### config.mk
export PLATFORM = sky130hd
export DESIGN_NAME = lsu_mem_master
export DESIGN_NICKNAME = d
export VERILOG_FILES = /design/src/rtl/lsu_mem_master.sv
export SDC_FILE = /design/constraint.sdc
export NUM_CORES = 1
export LEC_CHECK = 0
export BUFFER_PORTS_ARGS = -buffer_cell sky130_fd_sc_hd__buf_2
export CAP_MARGIN = 10
export CORE_MARGIN = 2
export CORE_UTILIZATION = 50
export CTS_CLUSTER_SIZE = 14
export DETAILED_ROUTE_END_ITERATION = 10
export GPL_ROUTABILITY_DRIVEN = 0
export PLACE_DENSITY = 0.81
export SLEW_MARGIN = 20
export SYNTH_ARGS = -nofsm -noshare
export SYNTH_HDL_FRONTEND = slang
export SYNTH_SLANG_ARGS = --single-unit
### constraint.sdc
create_clock -name clk -period 3.79 [get_ports clk]
set_input_delay 0.758 -clock clk [delete_from_list [all_inputs] [get_ports clk]]
set_output_delay 0.758 -clock clk [all_outputs]
set_load 0.01 [all_outputs]
### src/rtl/lsu_mem_master.sv
// Load/store unit memory master: turns one RV32I load/store request into
// single-cycle memory strobes (with read-modify-write for sub-word stores)
// and returns a one-cycle response with extended load data or an error flag.
module lsu_mem_master #(
    parameter int ADDR_W   = 10,
    parameter int WORDSIZE = 32
) (
    input  logic                clk,
    input  logic                rst_n,
    input  logic                req_valid,
    output logic                req_ready,
    input  logic                req_we,
    input  logic [2:0]          req_funct3,
    input  logic [31:0]         req_addr,
    input  logic [WORDSIZE-1:0] req_wdata,
    output logic                resp_valid,
    output logic [WORDSIZE-1:0] resp_rdata,
    output logic                resp_err,
    output logic                mem_wren,
    output logic                mem_rden,
    output logic [ADDR_W-1:0]   mem_addr,
    output logic [WORDSIZE-1:0] mem_d,
    input  logic [WORDSIZE-1:0] mem_q
);

    typedef enum logic [1:0] {IDLE, RD, WR, RESP} state_t;

    state_t            state_q, state_d;
    logic              we_q;
    logic [2:0]        funct3_q;
    logic [ADDR_W+1:0] addr_q;
    logic [31:0]       wdata_q;
    logic [31:0]       word_q;
    logic              err_q;

    logic              accept;
    logic              req_err;
    logic [7:0]        ld_byte;
    logic [15:0]       ld_half;
    logic [31:0]       ld_data;
    logic [31:0]       st_repl;
    logic [3:0]        lane_en;
    logic [31:0]       st_word;

    assign accept = (state_q == IDLE) && req_valid;

    // Classify the incoming request: alignment, width code legality, range.
    always_comb begin
        req_err = 1'b0;
        case (req_funct3)
            3'b000:  req_err = 1'b0;
            3'b001:  req_err = req_addr[0];
            3'b010:  req_err = |req_addr[1:0];
            3'b100:  req_err = req_we;
            3'b101:  req_err = req_we | req_addr[0];
            default: req_err = 1'b1;
        endcase
        if ((req_addr >> (ADDR_W + 2)) != 32'd0) begin
            req_err = 1'b1;
        end
    end

    // State register plus request capture and read-data capture at the end of RD.
    always_ff @(posedge clk) begin
        if (!rst_n) begin
            state_q  <= IDLE;
            we_q     <= 1'b0;
            funct3_q <= 3'b000;
            addr_q   <= '0;
            wdata_q  <= 32'd0;
            word_q   <= 32'd0;
            err_q    <= 1'b0;
        end else begin
            state_q <= state_d;
            if (accept) begin
                we_q     <= req_we;
                funct3_q <= req_funct3;
                addr_q   <= req_addr[ADDR_W+1:0];
                wdata_q  <= req_wdata;
                err_q    <= req_err;
            end
            if (state_q == RD) begin
                word_q <= mem_q;
            end
        end
    end

    // Load result: pick the addressed byte/half (little-endian) and extend.
    always_comb begin
        ld_byte = word_q[{addr_q[1:0], 3'b000} +: 8];
        ld_half = addr_q[1] ? word_q[31:16] : word_q[15:0];
        case (funct3_q)
            3'b000:  ld_data = {{24{ld_byte[7]}}, ld_byte};
            3'b001:  ld_data = {{16{ld_half[15]}}, ld_half};
            3'b100:  ld_data = {24'd0, ld_byte};
            3'b101:  ld_data = {16'd0, ld_half};
            default: ld_data = word_q;
        endcase
    end

    // Store data replicated across lanes so each lane can simply pick it up.
    always_comb begin
        case (funct3_q[1:0])
            2'b00:   st_repl = {4{wdata_q[7:0]}};
            2'b01:   st_repl = {2{wdata_q[15:0]}};
            default: st_repl = wdata_q;
        endcase
    end

    // Per-lane merge: replaced lanes take store data, others keep the read word.
    // A full-word store enables every lane, so the stale captured word never leaks.
    generate
        for (genvar gi = 0; gi < 4; gi++) begin : g_lane
            localparam logic [1:0] LANE = 2'(gi);
            assign lane_en[gi] = (funct3_q[1:0] == 2'b00) ? (addr_q[1:0] == LANE) :
                                 (funct3_q[1:0] == 2'b01) ? (addr_q[1] == LANE[1]) :
                                 1'b1;
            assign st_word[8*gi +: 8] = lane_en[gi] ? st_repl[8*gi +: 8] : word_q[8*gi +: 8];
        end
    endgenerate

    // Next state and strobes; everything is forced quiet while reset is held.
    always_comb begin
        state_d    = state_q;
        req_ready  = 1'b0;
        mem_rden   = 1'b0;
        mem_wren   = 1'b0;
        mem_d      = '0;
        resp_valid = 1'b0;
        resp_err   = 1'b0;
        resp_rdata = '0;
        case (state_q)
            IDLE: begin
                req_ready = 1'b1;
                if (req_valid) begin
                    if (req_err) begin
                        state_d = RESP;
                    end else if (req_we && (req_funct3 == 3'b010)) begin
                        state_d = WR;
                    end else begin
                        state_d = RD;
                    end
                end
            end
            RD: begin
                mem_rden = 1'b1;
                state_d  = we_q ? WR : RESP;
            end
            WR: begin
                mem_wren = 1'b1;
                mem_d    = st_word;
                state_d  = RESP;
            end
            RESP: begin
                resp_valid = 1'b1;
                resp_err   = err_q;
                if (!err_q && !we_q) begin
                    resp_rdata = ld_data;
                end
                state_d = IDLE;
            end
            default: state_d = IDLE;
        endcase
        if (!rst_n) begin
            req_ready  = 1'b0;
            mem_rden   = 1'b0;
            mem_wren   = 1'b0;
            mem_d      = '0;
            resp_valid = 1'b0;
            resp_err   = 1'b0;
            resp_rdata = '0;
        end
    end

    assign mem_addr = addr_q[ADDR_W+1:2];

endmodule

==> out/metrics.yaml, run 1 <==
outcome:
  status: "complete, no violations"
clock_network:
  cts_root_buffer: "clkbuf_8"
  postCtsSetupBuffers: 0
  cts_made_buffers: 9
  cts_tree: "done"
  insertion_delay_ns: 0.35
  cts-resized-gates: 0
  clock_path_buffers: 2
  htreeDepth: 3
  holdBufCountCts: 0
  path_clk_slew_ns: 0.08
  clock-sinks: 83
routing:
  viasPerCell: 5.486
  wl_per_cell_um: 16.22
  finalWirelength_mm: 14.63
  drt_iter0_markers: 412
  vias: 4948
  drc_errors: 0
  ant_nets: 0
  drt-pass1-iter-count: 5
pwr:
  sequentialPowerShare_pct: 41.4
  power_switching_uw: 1317
  ir_drop_mv: 0.2627
  pwr_density_cell_mw_per_mm2: 536.4
  intPower_uw: 1805
  sw_frac_of_total_pct: 42.18
  clkPwrFrac_pct: 18.9
  p_leak_uw: 0.002437
  combPwrFrac_pct: 39.7
place:
  dp.cells: 887
  io_buffers: 181
  dp_slack_ns: 0.8752
  dpl-instance-area_mm2: 0.005642
  hpwl_mm: 10.89
die:
  chipWidth_um: 101.8
  initial_core_util_pct: 51.56
  die-area_mm2: 0.01037
  core_mm2: 0.009284
  die_y_um: 101.8
  std_cell_rows: 35
  pin_count: 182
run:
  max-cap-violations: 0
grt:
  antenna_found_initial: 0
  grt_pass1_vias: 4503
  grt_usage_pct: 27.53
  grt_pass1_wl_mm: 22.34
  grt_max_degree: 82
  grt-ovfl-total: 0
timing:
  maxSlewViolCount: 0
  setup_viol: 0
  slew_headroom_pct: 45.81
  fin_tns_setup_ns: 0
  fmax_mhz: 294.6
  worst_pin_slew_ns: 0.8120
  setup_slack_ns: 0.3952
  rsz0062_at_grt: "no"
  post-route-period-util_pct: 89.57
  worst_clock_skew_ns: 0.007169
  hold_viol_final: 0
  period_needed_ns: 3.395
logic_synthesis:
  syn_area_mm2: 0.004787
  synth.avg_cell_area_um2: 7.599
  synth_cell_type_count: 37
  synth.net_count: 738
  async_reset_ff_share_pct: 0
  ys.flop_type: "dfxtp_1"
  ys_ff_latch: 83
  synthCells: 630
  synth_edf_count: 0
  yosys_warnings: 0
  ys_seq_area_share_pct: 34.71
finish:
  finalNonFillerCells: 902
  diodes: 0
  final_cell_area_mm2: 0.005819
  area.growth.synth_to_final_pct: 21.56
  fillers: 861
  nets: 877
  layout-drive-gt1-share_pct: 28.33
critical_path:
  arrival_ns: 2.64
  cp-startpoint: "addr_q[1]$_SDFFE_PN0P_"
  critical_path_class: "reg2out"
  worstReg2RegStart: "state_q[1]$_SDFFE_PN0P_"
  crit_path_cell_trace: "inv_1 -> a211o_1 -> a311oi_1 -> buf_2"
  crit_fanout: 24
  end_kind: "output pin"
  critical_path.slowest_cell: "dfxtp_1"
  crit_required_ns: 3.03
  cp-start-kind: "flop"
  max_stage_delay_ns: 0.84
min_path:
  worstHoldStart: "addr_q[7]$_SDFFE_PN0P_"
  min_path_type: "reg2reg"
power groups by stage:
stage	Sequential (uW)	Combinational (uW)	Clock (uW)
after detailed placement	1300	1230	0
after CTS	1280	1230	602
after global placement	1290	1190	0
after floorplan	1180	982	0
after global routing	1310	1380	634
final	1290	1240	589
per-layer routing:
metal / up-vias / track usage (%) / share of wire (%)
met5: - / 0 / 0
met4: 0 / 14.26 / 4.2
met3: 52 / 3.830 / 7.4
met2: 257 / 44.59 / 46
met1: 2204 / 35.85 / 42
li1: 2435 / - / -
worst max-delay path, delay by kind of cell, from the launching register on:
kind / cells / cell delay (ns)
buffers and inverters: 2 / 0.43
flip-flops: 1 / 0.84
AO/OA/AOI/OAI: 2 / 1.01
synth_stat cells, types with 9 or more instances:
cell | number | share of area (%)
a21boi_0 | 48 | 7.5
a21oi_1 | 30 | 3.1
buf_2 | 17 | 1.8
buf_4 | 10 | 1.6
clkbuf_1 | 34 | 2.7
dfxtp_1 | 83 | 35
mux2i_1 | 50 | 10
nand2_1 | 151 | 12
nand3_1 | 9 | 0.94
nor2_1 | 37 | 2.9
nor2b_1 | 34 | 4.4
nor3_1 | 9 | 0.94
o211ai_1 | 10 | 1.6
o21ai_0 | 29 | 3.0
logic make-up after synthesis:
logic type / Yosys count / synth area share [%]
buffers and inverters: 69 / 6.639
DFF: 83 / 34.71
adders and majority gates: 5 / 1.307
and+or+nand+nor: 259 / 23.58
muxes: 52 / 10.93
AOI/OAI and AO/OA: 162 / 22.84
through the flow:
| step | utilization [%] | power (uW) | hold slack, ns |
|---|---|---|---|
| 6_report | 62.68 | 3122 | 0.4667 |
| 5_1_grt | 62.68 | 3321 | 0.4978 |
| 4_1_cts | 62.68 | 3114 | 0.4710 |
| 3_5_place_dp | 60.77 | 2529 | 0.4574 |
| 3_3_place_gp | 60.77 | 2476 | 0.4502 |
| 2_1_floorplan | - | 2167 | 0.4431 |
final cells by class:
| cell class | count | area, um2 | share of cell area (%) |
|---|---|---|---|
| multi-input cells | 478 | 2815 | 48.38 |
| inverters | 6 | 22.52 | 0.3870 |
| clock inverters | 4 | 26.28 | 0.4515 |
| flip-flops and latches | 83 | 1662 | 28.55 |
| well taps | 129 | 161.4 | 2.774 |
| repair buffers | 191 | 980.9 | 16.86 |
| clock buffers | 11 | 151.4 | 2.602 |
placed cells by master, fill, tap and decap left out, drive strengths merged, types with 7 or more instances in the layout:
| cell | n |
|---|---|
| a21oi | 30 |
| nor2 | 37 |
| o21ai | 32 |
| nor3 | 9 |
| a211oi | 8 |
| o211ai | 10 |
| a31oi | 7 |
| buf | 191 |
| a21boi | 48 |
| nand2 | 151 |
| a22oi | 7 |
| mux2i | 50 |
| o221a | 7 |
| nor2b | 34 |
| nand3 | 9 |
| clkbuf | 11 |
| dfxtp | 83 |
| a311oi | 8 |
worst paths after layout:
| path | end | cells past startpoint | slack [ns] |
|---|---|---|---|
| hold / removal | addr_q[7]$_SDFFE_PN0P_ | 2 | 0.47 |
| hold reg to reg | addr_q[7]$_SDFFE_PN0P_ | 2 | 0.47 |
| setup reg to reg | state_q[0]$_SDFFE_PN0P_ | 7 | 2.10 |
| setup / recovery | mem_d[15] | 4 | 0.40 |
registers in the layout (all words and copies together), names as in the netlist:
signal	flops
state_q	2
we_q	1
funct3_q	3
addr_q	12
err_q	1
wdata_q	32
word_q	32
(Power assumes the default switching activity.)
==> run 2, diff against run 1 <==
==> constraint.sdc (replaced) <==
create_clock -name clk -period 3.79 [get_ports clk]
set_input_delay 0.5685 -clock clk [delete_from_list [all_inputs] [get_ports clk]]
set_output_delay 0.5685 -clock clk [all_outputs]
set_load 0.01 [all_outputs]
==> run 2 against run 1 <==
Setup slack got worse by 0.12 ns. Cell count is 0.22% lower. First-iteration DRC count fell by 34%. Critical path depth up 1. Flip-flop and latch count unchanged. Via count grew 1.6%. Wire length up 1.2%. Global-route usage grew 0.48 points. Design area rose by 0.39%. Die area unchanged. Largest cell class unchanged.
==> out/metrics.yaml, run 2 (synthesis results as in run 1) <==
timing:
  worst_pin_slew_ns: 1.059  # was 0.8120 ns
  period_needed_ns: 3.513  # was 3.395 ns
  setup_viol: 0  # unchanged
  worst_clock_skew_ns: 0.007674  # was 0.007169 ns
  rsz0062_at_grt: "no"  # unchanged
  slew_headroom_pct: 29.38  # was 45.81%
  post-route-period-util_pct: 92.69  # was 89.57%
  maxSlewViolCount: 0  # unchanged
  fin_tns_setup_ns: 0  # unchanged
  hold_viol_final: 0  # unchanged
  fmax_mhz: 284.7  # was 294.6 MHz
clock_network:
  path_clk_slew_ns: 0.09  # was 0.08 ns
  holdBufCountCts: 0  # unchanged
  cts-resized-gates: 0  # unchanged
  clock-sinks: 83  # unchanged
  cts_tree: "done"  # unchanged
  cts_made_buffers: 9  # unchanged
  cts_root_buffer: "clkbuf_8"  # unchanged
  postCtsSetupBuffers: 0  # unchanged
  htreeDepth: 3  # unchanged
  insertion_delay_ns: 0.36  # was 0.35 ns
  clock_path_buffers: 2  # unchanged
critical_path:
  rrSetupSlack_ns: 1.78  # was 2.10 ns
  cp-start-kind: "flop"  # unchanged
  crit_required_ns: 3.22  # was 3.03 ns
  max_stage_delay_ns: 0.94  # was 0.84 ns
  critical_path.slowest_cell: "a21oi_1"  # was dfxtp_1
  crit_family: "compound AO/OA/AOI/OAI gates"  # unchanged
  arrival_ns: 2.94  # was 2.64 ns
  crit_path_cell_trace: "nand2b_1 -> a21oi_1 -> nand2_1 -> a21oi_1 -> buf_2"  # was inv_1 -> a211o_1 -> a311oi_1 -> buf_2
  critical_path_class: "reg2out"  # unchanged
  crit_path_frequent_cell: "a21oi_1"
  crit_buf_inv: 1  # was 2
  end_kind: "output pin"  # unchanged
  crit_fanout: 27  # was 24
grt:
  grt_pass1_vias: 4555  # was 4503
  grt_pass1_wl_mm: 22.65  # was 22.34 mm
  grt_usage_pct: 28.01  # was 27.53%
  grt-ovfl-total: 0  # unchanged
  antenna_found_initial: 0  # unchanged
  grt_max_degree: 66  # was 82
routing:
  finalWirelength_mm: 14.81  # was 14.63 mm
  viasPerCell: 5.587  # was 5.486
  drt_iter0_markers: 270  # was 412
  drt-pass1-iter-count: 6  # was 5
  wl_per_cell_um: 16.45  # was 16.22 um
  drc_errors: 0  # unchanged
  vias: 5028  # was 4948
  ant_nets: 0  # unchanged
finish:
  layout_common_cells: "buf_2, nand2_1, dfxtp_1, mux2i_1, a21boi_0"  # unchanged
  final_cell_area_mm2: 0.005842  # was 0.005819 mm2
  top_regs: "wdata_q x32, word_q x32, addr_q x12"  # unchanged
  finalNonFillerCells: 900  # was 902
  area.growth.synth_to_final_pct: 22.03  # was 21.56%
  layout-drive-gt1-share_pct: 28.15  # was 28.33%
  final_common_cell: "buf_2"  # unchanged
  diodes: 0  # unchanged
  utilization_pct: 62.92  # was 62.68%
  nets: 874  # was 877
pwr:
  pwr_density_cell_mw_per_mm2: 555.0  # was 536.4 mW/mm2
  ir_drop_mv: 0.3204  # was 0.2627 mV
  p_leak_uw: 0.002442  # was 0.002437 uW
run:
  max-cap-violations: 0  # unchanged
place:
  dpl-instance-area_mm2: 0.005619  # was 0.005642 mm2
  io_buffers: 181  # unchanged
  dp.cells: 884  # was 887
  hpwl_mm: 11.01  # was 10.89 mm
die:
  die_y_um: 101.8  # unchanged
  pin_count: 182  # unchanged
  chipWidth_um: 101.8  # unchanged
  std_cell_rows: 35  # unchanged
  core_mm2: 0.009284  # unchanged
  initial_core_util_pct: 51.56  # unchanged
  die-area_mm2: 0.01037  # unchanged
outcome:
  status: "complete, no violations"  # unchanged
min_path:
  min_path_type: "in2reg"  # was reg2reg
run 2: cell types whose count changed in the layout (fill, tap and decap cells not counted), sizes merged:
cell / before / now
buf: 191 / 188
clkbuf: 11 / 9
bufinv: 0 / 2
clkinv: 3 / 2
inv: 6 / 8
run 2: tightest hold or removal path: cells and delay by family:
| kind | cells | cell delay [ns] |
|---|---|---|
| buffers and inverters | 1 | 0.09 |
| AOI/OAI and AO/OA | 1 | 0.06 |
| and+or+nand+nor | 1 | 0.04 |
run 2: final timing paths:
check / from / endpoint / cells after the start
setup reg to reg: state_q[0]$_SDFFE_PN0P_ / wdata_q[3]$_SDFFE_PN0P_ / 6
hold / removal: req_wdata[0] / wdata_q[0]$_SDFFE_PN0P_ / 3
hold reg to reg: addr_q[3]$_SDFFE_PN0P_ / addr_q[3]$_SDFFE_PN0P_ / 2
setup / recovery: funct3_q[0]$_SDFFE_PN0P_ / mem_d[7] / 5
run 2: metal layers:
metal  vias up  track usage (%)  wire (um)  share of wire [%]
met5         -                0          0                  0
met4         0            15.38        707                4.8
met2       280            44.94       6650                 45
met3        50            5.198       1230                8.3
li1       2445                -          -                  -
met1      2253            35.67       6217                 42
run 2: stage by stage:
stage / setup WS (ns) / hold WS (ns) / power, uW
2_1_floorplan: 1.696 / 0.4431 / 2167
3_3_place_gp: 0.8945 / 0.4503 / 2468
3_5_place_dp: 0.7491 / 0.4572 / 2523
4_1_cts: 0.3439 / 0.4381 / 3239
5_1_grt: 0.05575 / 0.4497 / 3446
6_report: 0.2770 / 0.4517 / 3242
run 2: where the power goes:
group / internal, uW / total [uW] / switching [uW]
clock network: 376 / 714 / 338
logic: 470 / 1230 / 764
registers: 1060 / 1290 / 240
run 2: area by class of cell:
| cell class | instances | area, um2 |
|---|---|---|
| clock buffer | 9 | 123.9 |
| clock inverter | 7 | 98.84 |
| fill | 836 | 3442 |
| inverter | 6 | 22.52 |
| multi-input combinational | 478 | 2815 |
| sequential | 83 | 1662 |
| tap | 129 | 161.4 |
| timing repair buffer | 188 | 958.4 |
==> run 3, diff against run 2 <==
--- a/config.mk
+++ b/config.mk
@@ -7,12 +7,14 @@
 export LEC_CHECK = 0
 export BUFFER_PORTS_ARGS = -buffer_cell sky130_fd_sc_hd__buf_2
 export CAP_MARGIN = 10
+export CELL_PAD_IN_SITES_DETAIL_PLACEMENT = 0
+export CELL_PAD_IN_SITES_GLOBAL_PLACEMENT = 2
 export CORE_MARGIN = 2
-export CORE_UTILIZATION = 50
+export CORE_UTILIZATION = 29
 export CTS_CLUSTER_SIZE = 14
 export DETAILED_ROUTE_END_ITERATION = 10
 export GPL_ROUTABILITY_DRIVEN = 0
-export PLACE_DENSITY = 0.81
+export PLACE_DENSITY_LB_ADDON = 0.1
 export SLEW_MARGIN = 20
 export SYNTH_ARGS = -nofsm -noshare
 export SYNTH_HDL_FRONTEND = slang
==> run 3 against run 2 <==
Cell count is 10% higher. Design area is 3.7% higher. Via count is 4.7% lower. Power is 7.0% higher. Flip-flop and latch count stayed put. Clock-buffer cell count is 2 higher. Combinational power hardly changed. Register-to-register slack worse by 0.18 ns. Maximum frequency is 11% higher. First-iteration DRC count is 13% higher. Sequential power hardly changed. Worst hold slack better by 0.013 ns.
==> out/metrics.yaml, run 3 (synthesis results as in run 1) <==
pwr:
  ir_drop_mv: 0.2470  # was 0.3204 mV
  pwr_density_cell_mw_per_mm2: 573.0  # was 555.0 mW/mm2
  p_leak_uw: 0.002488  # was 0.002442 uW
  fin_total_pwr_uw: 3471  # was 3242 uW
finish:
  fillers: 1793  # was 836
  final_cell_area_mm2: 0.006057  # was 0.005842 mm2
  area.growth.synth_to_final_pct: 26.53  # was 22.03%
  diodes: 0  # unchanged
  finalNonFillerCells: 990  # was 900
  layout_common_cells: "buf_2, nand2_1, dfxtp_1, mux2i_1, a21boi_0"  # unchanged
  nets: 877  # was 874
  final_common_cell: "buf_2"  # unchanged
  top_regs: "wdata_q x32, word_q x32, addr_q x12"  # unchanged
  layout-drive-gt1-share_pct: 28.42  # was 28.15%
timing:
  rsz0062_at_grt: "no"  # unchanged
  setup_slack_ns: 0.6279  # was 0.2770 ns
  fmax_mhz: 316.2  # was 284.7 MHz
  maxSlewViolCount: 0  # unchanged
  worst_pin_slew_ns: 0.9398  # was 1.059 ns
  slew_headroom_pct: 37.20  # was 29.38%
  hold_viol_final: 0  # unchanged
  setup_viol: 0  # unchanged
  post-route-period-util_pct: 83.43  # was 92.69%
  period_needed_ns: 3.162  # was 3.513 ns
  fin_tns_setup_ns: 0  # unchanged
  worst_clock_skew_ns: 0.006955  # was 0.007674 ns
routing:
  drt_iter0_markers: 304  # was 270
  wl_per_cell_um: 17.70  # was 16.45 um
  finalWirelength_mm: 17.52  # was 14.81 mm
  ant_nets: 0  # unchanged
  viasPerCell: 4.842  # was 5.587
  drc_errors: 0  # unchanged
  drt-pass1-iter-count: 5  # was 6
  vias: 4794  # was 5028
clock_network:
  clock-sinks: 83  # unchanged
  cts_tree: "done"  # unchanged
  postCtsSetupBuffers: 0  # unchanged
  insertion_delay_ns: 0.34  # was 0.36 ns
  path_clk_slew_ns: 0.06  # was 0.09 ns
  holdBufCountCts: 0  # unchanged
  cts-resized-gates: 0  # unchanged
  clock_path_buffers: 2  # unchanged
  htreeDepth: 3  # unchanged
  cts_made_buffers: 9  # unchanged
  cts_root_buffer: "clkbuf_16"  # was clkbuf_8
critical_path:
  worstReg2RegStart: "state_q[0]$_SDFFE_PN0P_"  # unchanged
  critical_path.slowest_cell: "dfxtp_1"  # was a21oi_1
  cp-start-kind: "flop"  # unchanged
  max_stage_delay_ns: 0.83  # was 0.94 ns
  crit_family: "flip-flops"  # was compound AO/OA/AOI/OAI gates
  critical_path_class: "reg2out"  # unchanged
  rrSetupSlack_ns: 1.60  # was 1.78 ns
  crit_buf_inv: 1  # unchanged
  crit_fanout: 24  # was 27
  arrival_ns: 2.59  # was 2.94 ns
  reg2regPathDepth: 6  # unchanged
  end_kind: "output pin"  # unchanged
  crit_path_cell_trace: "mux2_2 -> mux2i_1 -> or4_1 -> a21oi_1 -> buf_2"  # was nand2b_1 -> a21oi_1 -> nand2_1 -> a21oi_1 -> buf_2
  crit_required_ns: 3.22  # about the same
  r2r_end: "wdata_q[3]$_SDFFE_PN0P_"  # unchanged
die:
  die-area_mm2: 0.01755  # was 0.01037 mm2
  die_y_um: 132.5  # was 101.8 um
  initial_core_util_pct: 29.92  # was 51.56%
  core_mm2: 0.01600  # was 0.009284 mm2
  pin_count: 182  # unchanged
  std_cell_rows: 46  # was 35
  chipWidth_um: 132.5  # was 101.8 um
grt:
  grt_pass1_vias: 4668  # was 4555
  antenna_found_initial: 0  # unchanged
  grt_max_degree: 81  # was 66
  grt_pass1_wl_mm: 27.01  # was 22.65 mm
  grt_usage_pct: 19.76  # was 28.01%
  grt-ovfl-total: 0  # unchanged
place:
  dp_slack_ns: 1.001  # was 0.7491 ns
  dpl-instance-area_mm2: 0.005752  # was 0.005619 mm2
  hpwl_mm: 13.38  # was 11.01 mm
  io_buffers: 181  # unchanged
  dp.cells: 974  # was 884
min_path:
  worst_hold_path.endpoint: "addr_q[8]$_SDFFE_PN0P_"  # was wdata_q[0]$_SDFFE_PN0P_
  min_path_type: "reg2reg"  # was in2reg
  worstHoldStart: "addr_q[8]$_SDFFE_PN0P_"  # was req_wdata[0]
  worstHoldPathCells: 2  # was 3
run:
  max-cap-violations: 0  # unchanged
outcome:
  status: "complete, no violations"  # unchanged
[run 3: worst min-delay path: stages, from the launching register on]
cell and delay [ns]:
dfxtp_1 0.31, nand2_1 0.05, a21boi_0 0.06
[run 3: area by class of cell]
cell class | instances | area [um2] | share of cell area (%)
multi-input cells | 478 | 2816 | 46.50
well taps | 216 | 270.3 | 4.462
repair buffers | 191 | 980.9 | 16.20
clock inverters | 5 | 62.56 | 1.033
inverters | 6 | 22.52 | 0.3718
clock buffers | 11 | 242.7 | 4.007
flip-flops and latches | 83 | 1662 | 27.43
[run 3: through the flow]
step	hold slack, ns	utilization, %
4_1_cts	0.4618	37.86
3_5_place_dp	0.4599	35.95
5_1_grt	0.4752	37.86
6_report	0.4647	37.86
3_3_place_gp	0.4508	35.95
2_1_floorplan	0.4431	-
[run 3: how the worst max path moves through the flow]
| stage | start | to | slack (ns) | cells after the start |
|---|---|---|---|---|
| final | addr_q[1]$_SDFFE_PN0P_ | resp_rdata[15] | 0.63 | 5 |
| after global routing | addr_q[1]$_SDFFE_PN0P_ | mem_d[31] | 0.44 | 5 |
| after CTS | addr_q[1]$_SDFFE_PN0P_ | resp_rdata[15] | 0.61 | 5 |
| after detailed placement | addr_q[1]$_SDFFE_PN0P_ | resp_rdata[15] | 1.00 | 5 |
| after global placement | addr_q[1]$_SDFFE_PN0P_ | resp_rdata[15] | 1.07 | 5 |
| after floorplan | addr_q[0]$_SDFFE_PN0P_ | mem_d[23] | 1.70 | 7 |
[run 3: per-layer routing]
| metal | global-route usage [%] | vias up | wire (um) |
|---|---|---|---|
| met1 | 27.19 | 2203 | 8397 |
| met3 | 3.142 | 19 | 697 |
| met2 | 31.72 | 132 | 8077 |
| met5 | 0 | - | 0 |
| met4 | 6.213 | 0 | 350 |
| li1 | - | 2440 | - |
[run 3: power breakdown]
part	switching, uW	internal, uW	leakage (uW)
clock network	370	531	0.000142
logic	784	478	0.00167
registers	251	1060	0.000679
